File: src/rtl/conv1d_seq_engine_pkg.sv
// ---------------------------------------------------------------------------
// conv_pkg
// Shared definitions for the sequential 1-D convolution engine:
//   conv_state_t : control FSM states (IDLE, COMPUTE, DONE)
//   conv_accw()  : full-precision output width for DW-bit operands, TAPS terms
//   conv_nout()  : number of outputs of a full linear convolution
// ---------------------------------------------------------------------------
package conv_pkg;

  typedef enum logic [1:0] {
    IDLE    = 2'd0,
    COMPUTE = 2'd1,
    DONE    = 2'd2
  } conv_state_t;

  // Width that holds a sum of TAPS products of two DW-bit values.
  function automatic int conv_accw(input int dw, input int taps);
    return 2 * dw + $clog2(taps);
  endfunction

  // Length of the full linear convolution of two TAPS-long vectors.
  function automatic int conv_nout(input int taps);
    return 2 * taps - 1;
  endfunction

endpackage

File: src/rtl/conv1d_seq_engine_dot_row.sv
// ---------------------------------------------------------------------------
// conv_dot_row
// Combinational evaluation of one convolution output:
//   y[k] = sum over i of x[i]*h[k-i], terms with k-i outside [0,TAPS) are 0.
// Optional build macro: CONV_SIGNED_EN (two's-complement operands when
// defined, unsigned operands otherwise).
// Ports:
//   i_x_vec [TAPS*DW] : registered x operands, x[0] at LSB
//   i_h_vec [TAPS*DW] : registered h operands, h[0] at LSB
//   i_k     [KW]      : output index, 0..NOUT-1
//   o_y     [ACCW]    : y[k]
// ---------------------------------------------------------------------------
module conv_dot_row
  import conv_pkg::*;
#(
  parameter int DW   = 4,
  parameter int TAPS = 4,
  parameter int ACCW = conv_accw(DW, TAPS),
  parameter int KW   = $clog2(conv_nout(TAPS))
) (
  input  logic [TAPS*DW-1:0] i_x_vec,
  input  logic [TAPS*DW-1:0] i_h_vec,
  input  logic [KW-1:0]      i_k,
  output logic [ACCW-1:0]    o_y
);

  localparam int HIW = $clog2(TAPS);

  logic [DW-1:0]   w_h_arr [TAPS];
  logic [ACCW-1:0] w_terms [TAPS];
  logic [ACCW-1:0] w_sum;

  for (genvar gi = 0; gi < TAPS; gi++) begin : g_h_unpack
    assign w_h_arr[gi] = i_h_vec[gi*DW +: DW];
  end

  for (genvar gi = 0; gi < TAPS; gi++) begin : g_tap
    logic [KW:0]     w_j;
    logic            w_in_range;
    logic [DW-1:0]   w_x;
    logic [DW-1:0]   w_h;

    // j = k - i; the extra MSB keeps the comparison honest when k < i
    assign w_j        = {1'b0, i_k} - (KW+1)'(gi);
    assign w_in_range = ({1'b0, i_k} >= (KW+1)'(gi)) && (w_j < (KW+1)'(TAPS));
    assign w_x        = i_x_vec[gi*DW +: DW];
    // only the low bits index h; out-of-range picks are masked below
    assign w_h        = w_h_arr[w_j[HIW-1:0]];

`ifdef CONV_SIGNED_EN
    logic signed [2*DW-1:0] w_prod;
    assign w_prod = $signed({{DW{w_x[DW-1]}}, w_x}) * $signed({{DW{w_h[DW-1]}}, w_h});
    // signed cast sign-extends the product up to ACCW
    assign w_terms[gi] = w_in_range ? ACCW'(w_prod) : {ACCW{1'b0}};
`else
    logic [2*DW-1:0] w_prod;
    assign w_prod = {{DW{1'b0}}, w_x} * {{DW{1'b0}}, w_h};
    assign w_terms[gi] = w_in_range ? ACCW'(w_prod) : {ACCW{1'b0}};
`endif
  end

  // Accumulate the masked products at full ACCW width
  always_comb begin
    w_sum = {ACCW{1'b0}};
    for (int i = 0; i < TAPS; i++) begin
      w_sum = w_sum + w_terms[i];
    end
  end

  assign o_y = w_sum;

endmodule

File: src/rtl/conv1d_seq_engine.sv
// ---------------------------------------------------------------------------
// conv1d_seq_engine
// Sequential full linear convolution of x (TAPS samples) with h (TAPS taps),
// one output per cycle, result handed over on a valid/ready handshake.
// Optional build macro: CONV_SIGNED_EN (two's-complement arithmetic).
// Ports:
//   clk, rst             : clock, asynchronous active-high reset
//   in_valid / in_ready  : request handshake (ready only in IDLE)
//   x_vec, h_vec         : operands, element 0 at LSB
//   out_valid / out_ready: result handshake (valid only in DONE)
//   y_vec                : packed results, y[k] at k*ACCW
//   busy                 : high while computing or holding a result
// ---------------------------------------------------------------------------
module conv1d_seq_engine
  import conv_pkg::*;
#(
  parameter int DW   = 4,
  parameter int TAPS = 4,
  parameter int ACCW = conv_accw(DW, TAPS)
) (
  input  logic                               clk,
  input  logic                               rst,
  input  logic                               in_valid,
  output logic                               in_ready,
  input  logic [TAPS*DW-1:0]                 x_vec,
  input  logic [TAPS*DW-1:0]                 h_vec,
  output logic                               out_valid,
  input  logic                               out_ready,
  output logic [conv_nout(TAPS)*ACCW-1:0]    y_vec,
  output logic                               busy
);

  localparam int NOUT = conv_nout(TAPS);
  localparam int KW   = $clog2(NOUT);
  localparam logic [KW-1:0] K_LAST = KW'(NOUT - 1);

  conv_state_t         r_state;
  conv_state_t         w_next_state;
  logic [KW-1:0]       r_k;
  logic [TAPS*DW-1:0]  r_x;
  logic [TAPS*DW-1:0]  r_h;
  logic [ACCW-1:0]     r_y [NOUT];
  logic [ACCW-1:0]     w_row;
  logic                w_accept;
  logic                w_write;
  logic                r_in_ready;
  logic                r_out_valid;
  logic                r_busy;

  conv_dot_row #(
    .DW   (DW),
    .TAPS (TAPS),
    .ACCW (ACCW),
    .KW   (KW)
  ) u_dot_row (
    .i_x_vec (r_x),
    .i_h_vec (r_h),
    .i_k     (r_k),
    .o_y     (w_row)
  );

  // Next-state and datapath strobes
  always_comb begin
    w_next_state = r_state;
    w_accept     = 1'b0;
    w_write      = 1'b0;
    case (r_state)
      IDLE: begin
        if (in_valid) begin
          w_accept     = 1'b1;
          w_next_state = COMPUTE;
        end else begin
          w_next_state = IDLE;
        end
      end
      COMPUTE: begin
        w_write = 1'b1;
        if (r_k == K_LAST) begin
          w_next_state = DONE;
        end else begin
          w_next_state = COMPUTE;
        end
      end
      DONE: begin
        if (out_ready) begin
          w_next_state = IDLE;
        end else begin
          w_next_state = DONE;
        end
      end
      default: begin
        w_next_state = IDLE;
      end
    endcase
  end

  // State register plus handshake flags decoded from the next state,
  // so the outputs come straight from flops
  always_ff @(posedge clk or posedge rst) begin
    if (rst) begin
      r_state     <= IDLE;
      r_in_ready  <= 1'b1;
      r_out_valid <= 1'b0;
      r_busy      <= 1'b0;
    end else begin
      r_state     <= w_next_state;
      r_in_ready  <= (w_next_state == IDLE);
      r_out_valid <= (w_next_state == DONE);
      r_busy      <= (w_next_state != IDLE);
    end
  end

  // Operand capture and output index; k parks at its last value
  always_ff @(posedge clk or posedge rst) begin
    if (rst) begin
      r_x <= {(TAPS*DW){1'b0}};
      r_h <= {(TAPS*DW){1'b0}};
      r_k <= {KW{1'b0}};
    end else if (w_accept) begin
      r_x <= x_vec;
      r_h <= h_vec;
      r_k <= {KW{1'b0}};
    end else if (w_write && (r_k != K_LAST)) begin
      r_k <= r_k + {{(KW-1){1'b0}}, 1'b1};
    end
  end

  // Result register file; only the addressed entry changes
  always_ff @(posedge clk or posedge rst) begin
    if (rst) begin
      for (int i = 0; i < NOUT; i++) begin
        r_y[i] <= {ACCW{1'b0}};
      end
    end else if (w_write) begin
      r_y[r_k] <= w_row;
    end
  end

  for (genvar gk = 0; gk < NOUT; gk++) begin : g_pack
    assign y_vec[gk*ACCW +: ACCW] = r_y[gk];
  end

  assign in_ready  = r_in_ready;
  assign out_valid = r_out_valid;
  assign busy      = r_busy;

endmodule

File: config.mk
export PLATFORM = sky130hd
export DESIGN_NAME = conv1d_seq_engine
export DESIGN_NICKNAME = d
export VERILOG_FILES = /design/src/rtl/conv1d_seq_engine_pkg.sv /design/src/rtl/conv1d_seq_engine_dot_row.sv /design/src/rtl/conv1d_seq_engine.sv
export SDC_FILE = /design/constraint.sdc
export NUM_CORES = 1
export LEC_CHECK = 0
export ABC_AREA = 1
export BUFFER_PORTS_ARGS = -buffer_cell sky130_fd_sc_hd__buf_2
export CAP_MARGIN = 20
export CORE_UTILIZATION = 45
export DETAILED_ROUTE_END_ITERATION = 10
export PLACE_DENSITY = 0.68
export SLEW_MARGIN = 20
export SYNTH_ARGS = -nofsm -noshare
export SYNTH_HDL_FRONTEND = slang
export SYNTH_SLANG_ARGS = --single-unit
File: constraint.sdc
create_clock -name clk -period 6.27 [get_ports clk]
set_input_delay 0.627 -clock clk [delete_from_list [all_inputs] [get_ports clk]]
set_output_delay 0.627 -clock clk [all_outputs]
set_load 0.03 [all_outputs]
Word-level counts from Yosys, hierarchy flattened. Cells that the tools add are included.

Add/sub/neg operators: 7. $mul: 4. $lt $le $gt $ge: 13. Eq/ne operators: 5. Muxes and demuxes: 28. Bitwise gates (word level): 5. Reduce and logical (&&, ||, !) cells: 9.

Operators with widths (number): bitwise mux 70 bit (1); binary-select mux 4 bit (select 2 bit) (4); multiplier 4 x 4 -> 8 bit (4); 2-to-1 mux 4 bit (8); 2-to-1 mux 8 bit (4); demux 10 bit (select 3 bit) (1); adder 10 bit (2); >= comparator 3 bit, second input constant (4); < comparator 4 x 3 -> 1 bit, second input constant (3); NOT 2 -> 3 bit (4); adder 10 x 8 -> 10 bit (1); 2-to-1 mux 10 bit (1); subtractor 3 x 2 -> 4 bit, second input constant (2); >= comparator 3 x 2 -> 1 bit, second input constant (2); 2-to-1 mux 3 bit (2); one-hot mux 2 bit (3 select lines) (1); logical AND 1 bit (5); equality test 2 bit, second input constant (2); >= comparator 4 bit, second input constant (1); logical NOT 2 bit (2); < comparator 4 x 1 -> 1 bit, second input constant (1); 2-to-1 mux 1 bit (4); 2-to-1 mux 2 bit (2); NOT 3 -> 4 bit (1); other kinds (8) (9).

Register bits: 110. Input port bits: 36. Output and inout bits: 73. Word-level logic and storage cells: 85.

Longest topological paths before layout. Gate-level depths: netlist of the first run.

Depth after elaboration: 11. Gate-level depth with buffers: 32. Depth with buffers taken out: 29.

Hierarchy. Synthesis of the first run repeated with hierarchy kept, for this count alone.

Cell total of the unflattened synthesis: 1013. Area total of the unflattened synthesis: 7702.4 um^2.

By module, submodules not included: conv1d_seq_engine (times used 1, cells each 486, area an instance 4381.7 um^2, seq. area each 2753.9 um^2); conv_dot_row (times used 1, cells each 527, area an instance 3320.7 um^2, seq. area each 0.0 um^2).

Least setup slack after synthesis of the first run. No wires, ideal clock.

Path type: reg2reg. From: register r_k[1]. To: register r_y (netlist bit y_vec[18]). Setup time: 119 ps. Arrival: 6043 ps. Data required time: 6151 ps. Setup slack: 108 ps. Cell stages (with the launch flop): 30. Buffers on the path: 2. Clock period less this slack: 6162 ps. Cell sequence: dfrtp_1 > buf_2 > clkinv_1 > ha_1 > buf_2 > inv_1 > nand3_1 > o21ai_1 > or2_1 > fa_1 > inv_1 > fa_1 > inv_1 > fa_1 > inv_1 > nand3_1 > nand2_1 > nand2_1 > nor3b_1 > fa_1 > inv_1 > fa_1 > inv_1 > ha_1 > nand2_1 > inv_1 > a21oi_1 > nand3_1 > nand3_1 > nand2_1.

Word-level cells in the longest chain between the ends: 11. Elaborated cells between the ends (all ways): 47. Those cells by class: 6 x add/sub; 4 x mul; 9 x order compare; 19 x mux; 5 x bitwise; 4 x reduce/logical.

RTL lines: start: declaration (RTL line conv1d_seq_engine.sv:39) `logic [KW-1:0] r_k;`; start signal: assignment (RTL line conv1d_seq_engine.sv:118) `r_k <= {KW{1'b0}};`; start signal: assignment (RTL line conv1d_seq_engine.sv:122) `r_k <= {KW{1'b0}};`; start signal: assignment (RTL line conv1d_seq_engine.sv:124) `r_k <= r_k + {{(KW-1){1'b0}}, 1'b1};`; subtractor 3 x 1 -> 4 bit (RTL line conv1d_seq_engine_dot_row.sv:44) `assign w_j = {1'b0, i_k} - (KW+1)'(gi);`; NOT 2 -> 3 bit (not written as such) (RTL line conv1d_seq_engine_dot_row.sv:48) `assign w_h = w_h_arr[w_j[HIW-1:0]];`; binary-select mux 4 bit (select 2 bit) (RTL line conv1d_seq_engine_dot_row.sv:48); 2-to-1 mux 4 bit (not written as such) (2 in a row) (RTL line conv1d_seq_engine_dot_row.sv:48); multiplier 4 x 4 -> 8 bit (RTL line conv1d_seq_engine_dot_row.sv:57) `assign w_prod = {{DW{1'b0}}, w_x} * {{DW{1'b0}}, w_h};`; 2-to-1 mux 8 bit (RTL line conv1d_seq_engine_dot_row.sv:58) `assign w_terms[gi] = w_in_range ? ACCW'(w_prod) : {ACCW{1'b0}};`; adder 10 bit (2 in a row) (RTL line conv1d_seq_engine_dot_row.sv:66) `w_sum = w_sum + w_terms[i];`; adder 10 x 8 -> 10 bit (RTL line conv1d_seq_engine_dot_row.sv:66); bitwise mux 70 bit * (RTL line conv1d_seq_engine.sv:135) `r_y[r_k] <= w_row;`; end signal: indexed assignment (RTL line conv1d_seq_engine.sv:132) `r_y[i] <= {ACCW{1'b0}};`; end signal: indexed assignment (RTL line conv1d_seq_engine.sv:135); end: declaration (RTL line conv1d_seq_engine.sv:42) `logic [ACCW-1:0] r_y [NOUT];`.

Every way passes the cells marked *; elsewhere a longest branch is shown, timed or not. The select of a mux whose other input is x is not followed. A chain may end at the register's enable or synchronous reset.

Worst setup path in the final report of the first run.
From: register r_k[0]. To: register r_y (netlist bit y_vec[7]).

Same word-level chain as after synthesis.

==> results of run 1 <==
## cells by family (layout without fill, tap and decap cells)
| logic type | count (synthesis) | in the layout | share of synthesized area |
|---|---|---|---|
| and+or+nand+nor | 434 | 434 | 0.247 |
| buffers and inverters | 143 | 255 | 0.0832 |
| DFF | 110 | 110 | 0.372 |
| adders and majority gates | 100 | 100 | 0.202 |
| AOI/OAI and AO/OA | 92 | 92 | 0.0673 |
| muxes | 14 | 14 | 0.0213 |
| xor gates and xnor gates | 6 | 6 | 0.00710 |
## layout make-up
cell class              count  area, um2
flip-flops and latches    110       2750
well taps                 216        270
repair buffers            115        609
multi-input cells         646       4060
clock buffers               9        225
fillers                  1530       7470
clock inverters             7       86.3
inverters                 124        473
## through the flow
step / std cells / utilization
5_1_grt: 1227 / 0.532
4_1_cts: 1226 / 0.529
6_report: 1227 / 0.532
2_1_floorplan: 899 / -
3_5_place_dp: 1210 / 0.509
3_3_place_gp: 1210 / 0.509
## synth_stat cells (all sizes together) (8+ instances only)
library cell  instances  area share
inv                 123       0.063
nand4                 8      0.0068
buf                  18       0.019
ha                   68        0.12
a21oi                40       0.027
mux2                 14       0.021
o21ai                49       0.038
dfrtp               109        0.37
fa                   32       0.087
nor2                 84       0.048
nand3                55       0.037
or2                  10      0.0085
nand2               270        0.14
## sequential cells by signal, indices dropped and copies added, names as in the netlist
signal,count
busy,1
out_valid,1
in_ready,1
r_x,16
r_h,16
y_vec,70
r_k,3
r_state,2
## worst paths after layout
| kind | start | endpoint | slack, ns | cells after the start |
|---|---|---|---|---|
| max reg2reg | r_k[0] | y_vec[7] | 0.34 | 23 |
| min | rst | r_h[14] | 0.23 | 2 |
| max | r_k[0] | y_vec[7] | 0.34 | 23 |
| min reg2reg | y_vec[23] | y_vec[23] | 0.47 | 2 |
| max in group asynchronous | rst | y_vec[47] | 5.01 | 3 |
| min in group clk | y_vec[23] | y_vec[23] | 0.47 | 2 |
## metal layers
| layer | up-vias | part of all wire |
|---|---|---|
| met4 | 0 | 0.015 |
| met5 | - | 0 |
| li1 | 3047 | - |
| met3 | 14 | 0.046 |
| met2 | 149 | 0.46 |
| met1 | 2775 | 0.48 |
==> results.json, run 1 <==
{
  "die_x_um": 130,
  "drt_wl_total_um": 16800,
  "final.setup_skew_ns": 0.0102,
  "detail-route-antenna-nets": 0,
  "coreArea_mm2": 0.0159,
  "grt_pass1_vias": 5335,
  "clockBufferDepth": 2,
  "post-dp-hpwl_um": 13100,
  "fin_crit_ns": 5.93,
  "tns_ns": 0,
  "placed_area_mm2": 0.00812,
  "slowest_stage": "fa_1",
  "numCtsBuffers": 9,
  "critPathBufInv": 7,
  "startpoint_type": "flop",
  "clk_pin_slew_ns": 0.08,
  "wl_per_cell_um": 13.7,
  "synth_ff_type": "dfrtp_1",
  "grt_antenna_before_repair": 0,
  "cts-htree-levels": 3,
  "synthArstFlopShare": 1.00,
  "setup_violations": 0,
  "cts_setup_buffers": 0,
  "rsz0062_at_grt": "false",
  "final-hold-violation-count": 0,
  "tightest_slew_ns": 0.737,
  "firstDrtPassIters": 5,
  "drcViolationCount": 0,
  "worstSkewPairLatency_ns": 0.37,
  "vias": 5985,
  "met3_usage": 0.0369,
  "crit_path_max_incr_delay_ns": 0.55,
  "use_met1": 0.282,
  "grt_pass1_wl_um": 26600,
  "synth_warnings": 0,
  "crit_fanout": 20,
  "maxSlewHeadroom": 0.508,
  "routabilityCongestion": 0.893,
  "grt-busiest-layer": "met2",
  "hold_class": "input port to asynchronous set/reset pin",
  "avgSynthCellArea_um2": 8.23,
  "dp_slack_ns": 0.213,
  "layout.nets": 1142,
  "tritoncts": "done",
  "ys_seq_area_frac": 0.372,
  "cts_sinks": 110,
  "die_h_um": 130,
  "ios": 109,
  "ys_types": 32,
  "worstSetupEndpointType": "flop",
  "holdWs_ns": 0.229,
  "floorplan.initialDensity": 0.464,
  "final_cell_area_mm2": 0.00847,
  "worst_slack_ns": 0.336,
  "synth_edf_count": 0,
  "slew_violations": 0,
  "grt_max_degree": 83,
  "final_common_cell": "nand2_1",
  "hold_buffers": 0,
  "critical_path_class": "flop to flop",
  "status": "finished, final reports clean",
  "path_cells": "inv_6 > ha_1 > buf_4 > nand3_1 > o21ai_1 > or2_2 > fa_1 > inv_1 > fa_1 > inv_1 > fa_1 > inv_1 > a21oi_1 > fa_1 > inv_1 > fa_1 > inv_1 > ha_1 > or2_2 > nand3_1 > nand3b_1 > nand3_1 > nand2_1",
  "fin_crit_sh": 0.946,
  "grt_overflow": 0,
  "syn_inst": 899,
  "n_antenna_cell": 0,
  "path_delay_family": "adder cells",
  "use_met2": 0.329,
  "root_buffer": "clkbuf_16",
  "maxCapViolations": 0,
  "cp_data_arrival_time_ns": 6.19,
  "grtUsageTotal": 0.205,
  "layout_common_cells": "nand2_1 (268), inv_1 (111), dfrtp_1 (109)",
  "row_count": 46,
  "syn_area_mm2": 0.00740,
  "portBuffers": 108,
  "cp.required_ns": 6.53,
  "postCtsResizedCells": 0,
  "ys_seq_elements": 110,
  "drt_iter0_drc": 480,
  "fmax_ghz": 0.169,
  "die_area_mm2": 0.0170,
  "syn_nets": 1035,
  "vias_per_cell": 4.88,
  "drive_gt1_frac": 0.185,
  "area_growth_pct": 14.5
}
Power of run 1 is not shown: default switching activity piles up to over one toggle a cycle in this logic, so the estimate is an artifact.
==> run 2: changes to the inputs <==
--- a/config.mk
+++ b/config.mk
@@ -8,9 +8,11 @@
 export ABC_AREA = 1
 export BUFFER_PORTS_ARGS = -buffer_cell sky130_fd_sc_hd__buf_2
 export CAP_MARGIN = 20
-export CORE_UTILIZATION = 45
+export CELL_PAD_IN_SITES_DETAIL_PLACEMENT = 0
+export CELL_PAD_IN_SITES_GLOBAL_PLACEMENT = 2
+export CORE_UTILIZATION = 31
 export DETAILED_ROUTE_END_ITERATION = 10
-export PLACE_DENSITY = 0.68
+export PLACE_DENSITY_LB_ADDON = 0.1
 export SLEW_MARGIN = 20
 export SYNTH_ARGS = -nofsm -noshare
 export SYNTH_HDL_FRONTEND = slang
==> results.json, run 2 (synthesized netlist as in run 1, its figures left out) <==
{
  "slowest_stage": "fa_1",
  "r2r-start": "r_k[0]",
  "grt_overflow": 0,
  "grt_antenna_before_repair": 0,
  "critPathLaunch": "r_k[0]",
  "largest_reg_flops": 70,
  "n_antenna_cell": 0,
  "path_common_cell": "nand2_1",
  "n_fill_cell": 2533,
  "tightest_slew_ns": 0.894,
  "drt_wl_total_um": 20400,
  "layout.nets": 1150,
  "drt_iter0_drc": 283,
  "routabilityCongestion": 0.746,
  "numCtsBuffers": 9,
  "drive_gt1_frac": 0.193,
  "grt-busiest-layer": "met2",
  "final.setup_skew_ns": 0.00713,
  "die_h_um": 156,
  "rsz0062_at_grt": "false",
  "fin_crit_sh": 0.932,
  "status": "finished, final reports clean",
  "cp_data_arrival_time_ns": 6.14,
  "hold_class": "input port to asynchronous set/reset pin",
  "worstSkewPairLatency_ns": 0.36,
  "worstSetupEndpointType": "flop",
  "area_growth_pct": 16.9,
  "crit_fanout": 19,
  "cts-htree-levels": 3,
  "die_area_mm2": 0.0245,
  "layout_common_cells": "nand2_1 (267), inv_1 (111), dfrtp_1 (108), buf_2 (108), nor2_1 (79)",
  "vias": 5880,
  "maxCapViolations": 0,
  "grt_pass1_vias": 5842,
  "coreArea_mm2": 0.0235,
  "use_met2": 0.303,
  "cp.required_ns": 6.56,
  "critical_path_class": "flop to flop",
  "post-dp-hpwl_um": 16100,
  "slew_violations": 0,
  "drcViolationCount": 0,
  "maxSlewHeadroom": 0.400,
  "clk_pin_slew_ns": 0.08,
  "crit_path_max_incr_delay_ns": 0.56,
  "use_met1": 0.236,
  "tritoncts": "done",
  "startpoint_type": "flop",
  "r2r_end": "y_vec[28]",
  "row_count": 56,
  "grt_max_degree": 52,
  "r2r_slack_ns": 0.42,
  "r2r_cells": 29,
  "tns_ns": 0,
  "die_x_um": 156,
  "seq_area_mm2": 0.00276,
  "floorplan.initialDensity": 0.315,
  "wl_per_cell_um": 15.2,
  "final_common_cell": "nand2_1",
  "met3_usage": 0.0244,
  "dp.cells": 1321,
  "clockBufferDepth": 2,
  "fin_cells": 1338,
  "root_buffer": "clkbuf_16",
  "fmax_ghz": 0.171,
  "firstDrtPassIters": 5,
  "multiInputGateArea_mm2": 0.00406,
  "portBuffers": 108,
  "grtUsageTotal": 0.177,
  "grt_pass1_wl_um": 32600,
  "vias_per_cell": 4.39,
  "final-hold-violation-count": 0,
  "setup_violations": 0,
  "fin_crit_ns": 5.85,
  "cts_sinks": 110,
  "detail-route-antenna-nets": 0,
  "ios": 109
}
## run 2: how the worst max path moves through the flow
stage / endpoint / depth (start not counted)
floorplan: y_vec[18] / 29
global placement: y_vec[28] / 27
detailed placement: y_vec[28] / 27
CTS: y_vec[28] / 27
global route: y_vec[28] / 29
finish: y_vec[28] / 29
## run 2: repair_timing
action	CTS	global route
setup endpoints to repair	0	21
buffers inserted	0	1
resized for setup	0	11
hold buffers	0	0
## run 2: stage by stage
| stage | setup slack, ns | instance area [um2] | utilization | hold WS [ns] |
|---|---|---|---|---|
| floorplan | 0.108 | 7400 | - | 0.491 |
| global placement | 0.0679 | 8310 | 0.354 | 0.454 |
| detailed placement | 0.121 | 8310 | 0.354 | 0.461 |
| CTS | 0.0950 | 8610 | 0.367 | 0.279 |
| global route | 0.0385 | 8650 | 0.369 | 0.296 |
| finish | 0.424 | 8650 | 0.369 | 0.278 |
## run 2: final cells by class
type / instances / share of cell area
flip-flops and latches: 110 / 0.318
well taps: 319 / 0.0461
inverters: 124 / 0.0547
clock buffers: 9 / 0.0260
multi-input cells: 646 / 0.469
repair buffers: 123 / 0.0768
clock inverters: 7 / 0.00868
## run 2: routing by layer
layer | vias up | wire length [um]
met2 | 113 | 9930
met5 | - | 0
met1 | 2693 | 9660
met4 | 0 | 171
li1 | 3063 | -
met3 | 11 | 595
## run 2: worst max-delay path, delay by kind of cell, from the launching register on
family | cells | cell delay [ns]
buffers and inverters | 8 | 0.59
AND/OR/NAND/NOR | 11 | 1.27
flip-flops | 1 | 0.45
AO/OA/AOI/OAI | 3 | 0.40
adder cells (fa/ha/maj) | 6 | 2.86
XOR/XNOR | 1 | 0.18
Power of run 2 is left out for the same reason.
